### src/rtl/wb_commit.sv
// wb_commit -- write-back commit stage: the architectural GPR file, the HI/LO
// pair and the LLbit flop, with two combinational read ports.
//
// Ports
//   clk                 rising-edge clock for all state
//   rst                 asynchronous active-low reset; clears GPRs, HI, LO, LLbit
//   wb_wd/wb_wreg/wb_wdata        GPR write address / enable / data from MEM/WB
//   wb_hi/wb_lo/wb_whilo          HI/LO write data and a shared write enable
//   wb_LLbit_we/wb_LLbit_value    LLbit write enable and value
//   flush               exception flush; clears LLbit, does not block writes
//   re1/raddr1/rdata1   read port 1 (enable, address, combinational data)
//   re2/raddr2/rdata2   read port 2 (enable, address, combinational data)
//   hi_o/lo_o/LLbit_o   registered HI, LO and LLbit contents
module wb_commit (
    input  logic        clk,
    input  logic        rst,
    input  logic [4:0]  wb_wd,
    input  logic        wb_wreg,
    input  logic [31:0] wb_wdata,
    input  logic [31:0] wb_hi,
    input  logic [31:0] wb_lo,
    input  logic        wb_whilo,
    input  logic        wb_LLbit_we,
    input  logic        wb_LLbit_value,
    input  logic        flush,
    input  logic        re1,
    input  logic        re2,
    input  logic [4:0]  raddr1,
    input  logic [4:0]  raddr2,
    output logic [31:0] rdata1,
    output logic [31:0] rdata2,
    output logic [31:0] hi_o,
    output logic [31:0] lo_o,
    output logic        LLbit_o
);

    logic [31:0] gpr [0:31];
    logic [31:0] hi_q;
    logic [31:0] lo_q;
    logic        llbit_q;

    // gpr[0] is never written, so it stays at its reset value of zero.
    always_ff @(posedge clk or negedge rst) begin
        if (!rst) begin
            for (int i = 0; i < 32; i++) begin
                gpr[i] <= '0;
            end
        end else if (wb_wreg && (wb_wd != 5'd0)) begin
            gpr[wb_wd] <= wb_wdata;
        end
    end

    always_ff @(posedge clk or negedge rst) begin
        if (!rst) begin
            hi_q <= '0;
            lo_q <= '0;
        end else if (wb_whilo) begin
            hi_q <= wb_hi;
            lo_q <= wb_lo;
        end
    end

    // A flush kills any pending link, even one being set by the committing op.
    always_ff @(posedge clk or negedge rst) begin
        if (!rst) begin
            llbit_q <= 1'b0;
        end else if (flush) begin
            llbit_q <= 1'b0;
        end else if (wb_LLbit_we) begin
            llbit_q <= wb_LLbit_value;
        end
    end

    // Read ports: r0 is hard zero, then write-through bypass, then the array.
    // The bypass stays live during reset; only the stored values are cleared.
    always_comb begin
        rdata1 = '0;
        if (raddr1 == 5'd0) begin
            rdata1 = '0;
        end else if (re1 && wb_wreg && (raddr1 == wb_wd)) begin
            rdata1 = wb_wdata;
        end else if (re1) begin
            rdata1 = gpr[raddr1];
        end
    end

    always_comb begin
        rdata2 = '0;
        if (raddr2 == 5'd0) begin
            rdata2 = '0;
        end else if (re2 && wb_wreg && (raddr2 == wb_wd)) begin
            rdata2 = wb_wdata;
        end else if (re2) begin
            rdata2 = gpr[raddr2];
        end
    end

    assign hi_o    = hi_q;
    assign lo_o    = lo_q;
    assign LLbit_o = llbit_q;

endmodule
### config.mk
export PLATFORM = sky130hd
export DESIGN_NAME = wb_commit
export DESIGN_NICKNAME = d
export VERILOG_FILES = /design/src/rtl/wb_commit.sv
export SDC_FILE = /design/constraint.sdc
export NUM_CORES = 2
export LEC_CHECK = 0
export ABC_AREA = 0
export CORE_MARGIN = 2
export CORE_UTILIZATION = 35
export CTS_BUF_LIST = sky130_fd_sc_hd__clkbuf_2 sky130_fd_sc_hd__clkbuf_4 sky130_fd_sc_hd__clkbuf_8
export CTS_CLUSTER_SIZE = 25
export DETAILED_ROUTE_END_ITERATION = 10
export PLACE_DENSITY = 0.61
export SETUP_SLACK_MARGIN = 0.4
export SLEW_MARGIN = 20
export SYNTH_ARGS = -nofsm -noshare
export SYNTH_HDL_FRONTEND = slang
export SYNTH_SLANG_ARGS = --single-unit
### constraint.sdc
create_clock -name clk -period 2.5 [get_ports clk]
set_input_delay 0.375 -clock clk [delete_from_list [all_inputs] [get_ports clk]]
set_output_delay 0.375 -clock clk [all_outputs]
set_load 0.01 [all_outputs]
==> results.ini <==
[clock_tree]
ctsLongestPathBuffers = 3
cts_num_sinks = 1089
cts_buffers = 188
clk_pin_slew_worst_paths_ns = 0.06
clk_latency_ns = 0.95
cts_htree_levels = 4
root_buffer = clkbuf_8
cts_tree = yes

[timing]
skew_ns = 0
fin_ws_ns = -0.693
slew_headroom = 0.631
post-route-period-util = 1.28
finalSetupViolCount = 64
whs_ns = 0.0877
slew_violations = 0
report.final.hold_viol_count = 0
period_minus_slack_ns = 3.19
fmax_mhz = 313
rsz0062_at_grt = true
worstMarginPinSlew_ns = 0.552

[drt]
routedWlPerCell_um = 27.6
vias = 43400
via_per_inst = 5.76
drt-pass1-iter-count = 5
ant_nets = 0
drc = 0
drtIter0Drc = 3469
routed_wl_mm = 208

[floorplan]
initial_core_util = 0.352
dieArea_um2 = 171000
die_h_um = 413
row_count = 150
io_pins = 249
die_w_um = 413
core_area_um2 = 167000

[yosys]
yosys_register_bits = 1089
synth-seq-area-share = 0.465
ys_types = 42
synth_area_um2 = 58600
syn-num-nets = 4609
synthFlopType = dfrtp_1
synth.avg_cell_area_um2 = 13.1
yosysWarnings = 0
netlist_instances = 4489
synth_edf_count = 0
synthArstFlopShare = 1.00

[layout]
fin_util = 0.449
layout.nets = 5297
final_cell_mix = 1089 x dfrtp_1, 989 x mux2_2, 766 x mux2i_1
multi_input_area_um2 = 29900
drive_above_1_share = 0.457
regArea_um2 = 27300
instances_no_fill = 7534
syn_to_final_growth_pct = 27.8
fillers = 15100
mostFrequentLayoutCell = dfrtp_1

[worst_setup_path]
r2r_cells = 2
critPathKind = register to output pin
cp_slowest_cell = mux4_2
cp.arrival_ns = 2.82
crit_start = gpr[979]$_DFFE_PN0P_
reg2reg_to = lo_o[18]$_DFFE_PN0P_
worst-path-buf-inv = 1
cp.required_ns = 2.12
path_cells = mux4_2, mux2_4, a221oi_2, a41o_1, o21ai_2, buf_2
critPathCaptureType = output pin
crit_fanout = 3
slowest_delay_ns = 0.47
crit_family = multiplexers
worst_setup_path_start_kind = register
r2r_slack_ns = 1.19
worstReg2RegStart = lo_o[18]$_DFFE_PN0P_

[power]
total_power_mw = 53.6
leakage_nw = 34.3
p_per_area_nw_per_um2 = 716
ir_worst_vdd_v = 0.000652

[status]
violations = negative setup slack
outcome = finished with violations

[worst_hold_path]
hold_path_depth = 2
worstHoldStart = wb_lo[3]
min_to = lo_o[3]$_DFFE_PN0P_
hp-class = input pin to register

[grt]
grt_usage = 0.242
grt_pass1_vias = 44900
grt_max_degree = 91
antenna_found_initial = 6
grt_pass1_wl_mm = 306
overflow = 0

[placed_design]
dp_cells = 7093
portBuffers = 248
hpwl_mm = 145
gp_congestion = 0.894

[job]
max_cap_violations = 0

## per-layer routing
metal | vias up | wire (um) | part of all wire | global-route usage
met2 | 1794 | 93300 | 0.45 | 0.372
met4 | 4 | 8020 | 0.038 | 0.0930
met5 | - | 15 | 0.000072 | 0
met3 | 449 | 15600 | 0.075 | 0.0516
li1 | 18400 | - | - | -
met1 | 22800 | 91300 | 0.44 | 0.333
## cell families (layout without fill, tap and decap cells)
group	after synthesis	after routing	synth area share
flops	1089	1089	0.465
compound gates	684	684	0.0827
buf+inv	487	1327	0.0385
mux	1995	1995	0.395
xor+xnor	10	10	0.00149
other cells	0	1	0
simple gates	224	224	0.0168
## what timing repair did
action                                 4_1_cts  5_1_grt
pin swaps                                  113       84
endpoints found under the hold margin      953        0
setup endpoints to repair                  129       68
buffers inserted                            21        9
hold buffers                                67        0
resized for setup                          512       53
gates cloned                                 1        0
## per-stage QoR
stage          TNS, ns  instance area, um^2  setup WS [ns]
4_1_cts         -31.35                74700         -0.760
2_1_floorplan        0                59100          0.234
5_1_grt         -33.29                74900         -0.749
3_3_place_gp   -132.98                69300          -1.14
6_report        -26.43                74900         -0.693
3_5_place_dp   -139.36                69300          -1.13
## worst max-delay path by stage
| stage | end | slack (ns) | cells after the start |
|---|---|---|---|
| after CTS | rdata1[19] | -0.76 | 6 |
| after floorplan | rdata1[0] | 0.23 | 7 |
| after global routing | rdata1[19] | -0.75 | 6 |
| after global placement | rdata1[17] | -1.14 | 10 |
| after detailed placement | rdata1[18] | -1.13 | 10 |
| final | rdata1[19] | -0.69 | 6 |
## sequential cells by signal, summed over array words and instances, names as in the netlist
name / cells
LLbit_o: 1
gpr: 1024
hi_o: 32
lo_o: 32
## power breakdown
| group | switching (mW) | leakage (nW) | internal [mW] |
|---|---|---|---|
| Sequential | 2.34 | 13.9 | 20.9 |
| Clock | 8.01 | 2.22 | 10.1 |
| Combinational | 5.42 | 18.2 | 6.82 |
| Total | 15.8 | 34.3 | 37.8 |
## synth_stat cells, drive strengths merged, types with 60 or more instances
cell type	count	area (um^2)
clkbuf	242	908
mux4	150	3380
nand2	147	552
buf	245	1350
mux2i	787	7880
mux2	1058	11900
a32o	60	601
a22oi	366	2750
dfrtp	1089	27300
a211oi	60	450
o21ai	64	320
a21oi	122	611
## area by class of cell
cell class / instances / share of cell area
Tap cell: 2204 / 0.0368
Clock buffer: 295 / 0.0495
Sequential cell: 1089 / 0.364
Timing Repair Buffer: 985 / 0.144
Multi-Input combinational cell: 2913 / 0.399
Clock inverter: 47 / 0.00643
Antenna cell: 1 / 0.0000334
No activity file was read; power rests on OpenSTA's default activity.
